`config.mk`:
```
export PLATFORM = sky130hd
export DESIGN_NAME = shake_aes_ctrl
export DESIGN_NICKNAME = d
export VERILOG_FILES = /design/src/rtl/shake_aes_ctrl_pkg.sv /design/src/rtl/shake_aes_ctrl.sv
export SDC_FILE = /design/constraint.sdc
export NUM_CORES = 1
export LEC_CHECK = 0
export BUFFER_PORTS_ARGS = -buffer_cell sky130_fd_sc_hd__buf_2
export CORE_AREA = 10 10 451 453
export CTS_CLUSTER_SIZE = 10
export DETAILED_ROUTE_END_ITERATION = 7
export DIE_AREA = 0 0 461 463
export SYNTH_ARGS = -nofsm -noshare
export SYNTH_HDL_FRONTEND = slang
export SYNTH_SLANG_ARGS = --single-unit
```
`constraint.sdc`:
```
create_clock -name i_clk -period 41 [get_ports i_clk]
set_input_delay 0 -clock i_clk [delete_from_list [all_inputs] [get_ports i_clk]]
set_output_delay 0 -clock i_clk [all_outputs]
set_load 0.005 [all_outputs]
```
`src/rtl/shake_aes_ctrl_pkg.sv`:
```
`default_nettype none
// ============================================================================
// shake_aes_ctrl_pkg : state encoding and datapath widths shared by the
//                      SHAKE128 -> AES-CBC sequencing controller.
// Revision: 1.0
// ============================================================================
package shake_aes_ctrl_pkg;

    localparam int BLK_W  = 128;
    localparam int SEED_W = 64;

    localparam logic [2:0] ST_IDLE   = 3'd0;
    localparam logic [2:0] ST_ABSORB = 3'd1;
    localparam logic [2:0] ST_SQZ    = 3'd2;
    localparam logic [2:0] ST_READY  = 3'd3;
    localparam logic [2:0] ST_ENC    = 3'd4;
    localparam logic [2:0] ST_OUT    = 3'd5;

endpackage
`default_nettype wire

```
`src/rtl/shake_aes_ctrl.sv`:
```
`default_nettype none
// ============================================================================
// shake_aes_ctrl : feeds a seed into SHAKE128, latches a squeezed AES key and
//                  streams plaintext through an external AES core in CBC mode.
// Revision: 1.0
// ============================================================================
module shake_aes_ctrl
    import shake_aes_ctrl_pkg::*;
#(
    parameter int AES_LAT      = 1,
    parameter int REKEY_BLOCKS = 0,
    parameter int CNT_W        = 16
) (
    input  logic              i_clk,
    input  logic              i_rst,
    input  logic              i_clear,
    input  logic [SEED_W-1:0] i_seed_data,
    input  logic              i_seed_valid,
    input  logic              i_seed_last,
    output logic              o_seed_ready,
    output logic [SEED_W-1:0] o_shk_data,
    output logic              o_shk_valid,
    output logic              o_shk_last,
    input  logic              i_shk_ready,
    input  logic [BLK_W-1:0]  i_shk_data,
    input  logic              i_shk_valid,
    output logic              o_shk_ack,
    input  logic [BLK_W-1:0]  i_iv,
    input  logic [BLK_W-1:0]  i_pt,
    input  logic              i_pt_valid,
    output logic              o_pt_ready,
    output logic [BLK_W-1:0]  o_aes_pt,
    output logic [BLK_W-1:0]  o_aes_iv,
    output logic [BLK_W-1:0]  o_aes_key,
    input  logic [BLK_W-1:0]  i_aes_ct,
    output logic [BLK_W-1:0]  o_ct,
    output logic              o_ct_valid,
    input  logic              i_ct_ready,
    output logic              o_key_valid,
    output logic              o_busy
);

    localparam int               LAT_W     = (AES_LAT > 1) ? $clog2(AES_LAT) : 1;
    localparam logic [LAT_W-1:0] LAT_INIT  = LAT_W'(AES_LAT - 1);
    localparam logic [CNT_W-1:0] REKEY_CNT = CNT_W'(REKEY_BLOCKS);
    localparam logic [CNT_W-1:0] CNT_MAX   = '1;

    logic [2:0]       state_q,     state_d;
    logic [BLK_W-1:0] key_q,       key_d;
    logic [BLK_W-1:0] chain_q,     chain_d;
    logic             first_q,     first_d;
    logic             key_valid_q, key_valid_d;
    logic [CNT_W-1:0] blk_cnt_q,   blk_cnt_d;
    logic [LAT_W-1:0] lat_cnt_q,   lat_cnt_d;
    logic [BLK_W-1:0] aes_pt_q,    aes_pt_d;
    logic [BLK_W-1:0] aes_iv_q,    aes_iv_d;
    logic [BLK_W-1:0] aes_key_q,   aes_key_d;
    logic [BLK_W-1:0] ct_q,        ct_d;

    always_comb begin
        state_d      = state_q;
        key_d        = key_q;
        chain_d      = chain_q;
        first_d      = first_q;
        key_valid_d  = key_valid_q;
        blk_cnt_d    = blk_cnt_q;
        lat_cnt_d    = lat_cnt_q;
        aes_pt_d     = aes_pt_q;
        aes_iv_d     = aes_iv_q;
        aes_key_d    = aes_key_q;
        ct_d         = ct_q;
        o_shk_data   = '0;
        o_shk_valid  = 1'b0;
        o_shk_last   = 1'b0;
        o_seed_ready = 1'b0;
        o_shk_ack    = 1'b0;
        o_pt_ready   = 1'b0;

        case (state_q)
            ST_IDLE: begin
                if (i_seed_valid) state_d = ST_ABSORB;
            end
            ST_ABSORB: begin
                o_shk_data   = i_seed_data;
                o_shk_valid  = i_seed_valid;
                o_shk_last   = i_seed_last;
                o_seed_ready = i_shk_ready;
                if (i_seed_valid && i_shk_ready && i_seed_last) begin
                    first_d = 1'b1;
                    state_d = ST_SQZ;
                end
            end
            ST_SQZ: begin
                o_shk_ack = i_shk_valid;
                if (i_shk_valid) begin
                    key_d       = i_shk_data;
                    key_valid_d = 1'b1;
                    blk_cnt_d   = '0;
                    state_d     = ST_READY;
                end
            end
            ST_READY: begin
                o_pt_ready = 1'b1;
                if (i_pt_valid) begin
                    aes_pt_d  = i_pt;
                    aes_key_d = key_q;
                    aes_iv_d  = first_q ? i_iv : chain_q;
                    first_d   = 1'b0;
                    lat_cnt_d = LAT_INIT;
                    state_d   = ST_ENC;
                end
            end
            ST_ENC: begin
                if (lat_cnt_q == '0) begin
                    ct_d    = i_aes_ct;
                    chain_d = i_aes_ct;
                    if (blk_cnt_q != CNT_MAX) blk_cnt_d = blk_cnt_q + CNT_W'(1);
                    state_d = ST_OUT;
                end else begin
                    lat_cnt_d = lat_cnt_q - LAT_W'(1);
                end
            end
            ST_OUT: begin
                // ct_q is only rewritten in ENC, so it stays put under backpressure
                if (i_ct_ready) begin
                    if ((REKEY_BLOCKS != 0) && (blk_cnt_q == REKEY_CNT)) state_d = ST_SQZ;
                    else                                                  state_d = ST_READY;
                end
            end
            default: state_d = ST_IDLE;
        endcase

        // Abort also suppresses every handshake so no beat is consumed and lost
        if (i_clear) begin
            state_d      = ST_IDLE;
            key_d        = '0;
            chain_d      = '0;
            first_d      = 1'b0;
            key_valid_d  = 1'b0;
            blk_cnt_d    = '0;
            lat_cnt_d    = '0;
            aes_pt_d     = '0;
            aes_iv_d     = '0;
            aes_key_d    = '0;
            ct_d         = '0;
            o_shk_data   = '0;
            o_shk_valid  = 1'b0;
            o_shk_last   = 1'b0;
            o_seed_ready = 1'b0;
            o_shk_ack    = 1'b0;
            o_pt_ready   = 1'b0;
        end
    end

    always_ff @(posedge i_clk or posedge i_rst) begin
        if (i_rst) begin
            state_q     <= ST_IDLE;
            key_q       <= '0;
            chain_q     <= '0;
            first_q     <= 1'b0;
            key_valid_q <= 1'b0;
            blk_cnt_q   <= '0;
            lat_cnt_q   <= '0;
            aes_pt_q    <= '0;
            aes_iv_q    <= '0;
            aes_key_q   <= '0;
            ct_q        <= '0;
        end else begin
            state_q     <= state_d;
            key_q       <= key_d;
            chain_q     <= chain_d;
            first_q     <= first_d;
            key_valid_q <= key_valid_d;
            blk_cnt_q   <= blk_cnt_d;
            lat_cnt_q   <= lat_cnt_d;
            aes_pt_q    <= aes_pt_d;
            aes_iv_q    <= aes_iv_d;
            aes_key_q   <= aes_key_d;
            ct_q        <= ct_d;
        end
    end

    assign o_aes_pt    = aes_pt_q;
    assign o_aes_iv    = aes_iv_q;
    assign o_aes_key   = aes_key_q;
    assign o_ct        = ct_q;
    assign o_ct_valid  = (state_q == ST_OUT);
    assign o_key_valid = key_valid_q;
    assign o_busy      = (state_q != ST_IDLE);

endmodule
`default_nettype wire

```
==> run summary <==
Row Count -> 162
Final #Nets -> 4461
worst skew pair latency -> 0.69 ns
hold path depth -> 2
Final Worst Setup Slack -> 36.74 ns
Layout area overhead -> 69.7%
final WL -> 156 mm
dominant cell type by area after synthesis -> dfrtp_1
starting DRC count in detailed routing -> 2324
RSZ-0062 raised after global routing -> no
Final Cell Area -> 43000 um2
WL per Instance -> 24.0 um
largest buffer count on any clock path -> 3
Post-synth EDFFs -> 0
number of global-route vias before repair -> 27500
CP Capture Type -> flop
Post-CTS Hold Buffers -> 693
worst hold path class -> input port to flop
post-synthesis sequential area ratio -> 63.6%
top cells by area, synth -> dfrtp_1 64%, a22o_1 13%, nand2_1 5.7%, mux2i_1 5.1%, a21oi_1 2.5%
global-route congestion overflow total -> 0
Clock Tree Root -> clkbuf_16
status -> finished, final reports clean
CTS tree -> built
post-place instance area -> 33700 um2
leak pwr -> 21.3 nW
Final HPWL DP -> 118 mm
clk sinks -> 645
post-route clock period utilization -> 10.4%
most common cell in the netlist -> dfrtp_1
final std cells w/o fill -> 6486
Final Skew -> 0.0400 ns
Starting Density -> 13.1%
Synth Warn # -> 0
crit path max fanout -> 77
core area -> 194000 um2
max_cap viols -> 0
Post-synth top flop -> dfrtp_1
FF-to-FF End -> o_aes_key[54]
post-synthesis register bit count -> 645
Post-CTS Setup Inserts -> 0
Final ANT Viol Nets -> 0
Final min period -> 4.26 ns
fin. max-slew vios -> 0
Register Area -> 16100 um2
Via density -> 3.98
Hold Violations, Final -> 0
RePlAce Congestion -> 1.06
Top Ports -> 1169
worst reg2reg path depth -> 6
Yosys top cell area share -> 63.6%
initial antenna violation count -> 52
synth unique cells -> 30
CP required -> 41.61 ns
HP Start -> i_clear
met1 usage in global routing -> 15.2%
worst slew pin tran -> 1.13 ns
placed cells -> 5643
H-tree depth -> 3
DR pass1 iterations -> 6
largest net degree at the start of global routing -> 111
post-CTS sizing -> 0
critical path type -> flop to flop
Layout fillers -> 20600
Final Hold Slack -> 0.0547 ns
r2r setup slk -> 36.74 ns
Mapped Area -> 25400 um2
DIE AREA -> 213000 um2
M2 GR Usage -> 21.9%
multi-input logic area -> 8230 um2
TNS Setup -> 0 ns
# setup viols final -> 0
worst rel slew slack -> 24.8%
DIE WIDTH -> 461 um
residual DRC count -> 0
most frequent cells after synthesis -> 645 x dfrtp_1, 386 x nand2_1, 385 x a22o_1
FFs w/ async S/R, synth -> 100%
CTS Buf Count -> 80
first-pass GRT wire length -> 215 mm
sink of the worst hold path -> state_q[0]
synthesized instance count -> 2089
syn avg cell area -> 12.1 um2
share of cells above drive strength 1 -> 33.6%
Critical R2R Launch -> state_q[2]
# port buffers -> 1168
maximum vdd drop -> 0.0000258 V
layer with the highest usage -> met2
vias post-DR -> 25800
Clock transition at path regs -> 0.06 ns
DIE HEIGHT -> 463 um
pwr/cell area -> 40.7 nW/um2
dpl ws -> 36.85 ns
CP Data Arrival Time -> 4.87 ns
startpoint types -> flop
Net Count, Synth -> 2674
total global routing track utilization -> 13.9%
Fmax achieved -> 0.235 GHz
met3 Use GR -> 7.36%
## worst max path at each step
stage,cells past startpoint,start,end
6_report,6,state_q[2],o_aes_key[54]
5_1_grt,8,i_rst,key_q[90]
4_1_cts,6,state_q[2],o_aes_key[34]
3_5_place_dp,6,state_q[2],o_aes_key[34]
3_3_place_gp,6,state_q[2],o_aes_key[68]
2_1_floorplan,1,i_rst,first_q
## state kept, by name, summed over array words and instances (netlist names)
signal	flops
first_q	1
key_q	128
state_q	3
o_key_valid	1
o_aes_iv	128
o_aes_pt	128
o_ct	128
o_aes_key	128
## report_power, final
part	switching, mW	internal (mW)	leakage, nW	total (mW)
Clock	0.287	0.373	1.15	0.660
Sequential	0.0411	0.677	8.98	0.718
Combinational	0.210	0.166	11.2	0.376
## layout make-up
| cell class | count | area share, % |
|---|---|---|
| Clock inverter | 16 | 0.486 |
| Multi-Input combinational cell | 1254 | 19.1 |
| Inverter | 3 | 0.0436 |
| Tap cell | 2542 | 7.39 |
| Timing Repair Buffer | 1892 | 30.3 |
| Sequential cell | 645 | 37.5 |
| Antenna cell | 36 | 0.209 |
| Clock buffer | 98 | 4.95 |
## placed cells by master, fill, tap and decap left out, types with 2 or more instances in the layout
cell and n:
inv_6 3, mux2i_1 129, dlygate4sd3_1 693, nand2b_1 2, clkbuf_1 12, nor2_1 7
o21ai_0 71, o31ai_1 58, buf_2 1167, dfrtp_1 644, a22o_1 385, clkbuf_8 7
o31ai_2 2, diode_2 36, clkbuf_16 80, inv_1 2, clkinv_2 4, buf_4 30
nand2_1 385, and2_1 68, nor3_1 3, inv_16 3, a21oi_1 128, clkinv_4 3
## worst max-delay path: stages, from the launching register on
cell     delay (ns)
dfrtp_1        0.62
nor2b_1        0.18
a31oi_4        0.69
buf_4          0.66
buf_4          0.77
buf_4          0.76
a22o_1         0.27
## per-stage QoR
step | power (mW) | utilization, %
3_5_place_dp | 1.04 | 17.3
4_1_cts | 1.77 | 22.1
3_3_place_gp | 1.03 | 17.3
5_1_grt | 1.83 | 22.2
2_1_floorplan | 0.884 | -
6_report | 1.75 | 22.2
## routing by layer
layer	wire length, um	vias up
met5	289	-
met4	7750	20
met3	19900	304
met2	70500	1563
met1	57400	12800
li1	-	11100
## logic make-up (layout without fill, tap and decap cells)
| logic type | after synthesis | count (layout) | synth area share (%) |
|---|---|---|---|
| multiplexers | 129 | 129 | 5.09 |
| AND/OR/NAND/NOR | 475 | 475 | 7.99 |
| flip-flops | 645 | 645 | 63.6 |
| other | 0 | 36 | 0 |
| buffers and inverters | 190 | 2009 | 4.09 |
| AO/OA/AOI/OAI | 650 | 650 | 19.2 |
Power figures use the tool's default switching activity.
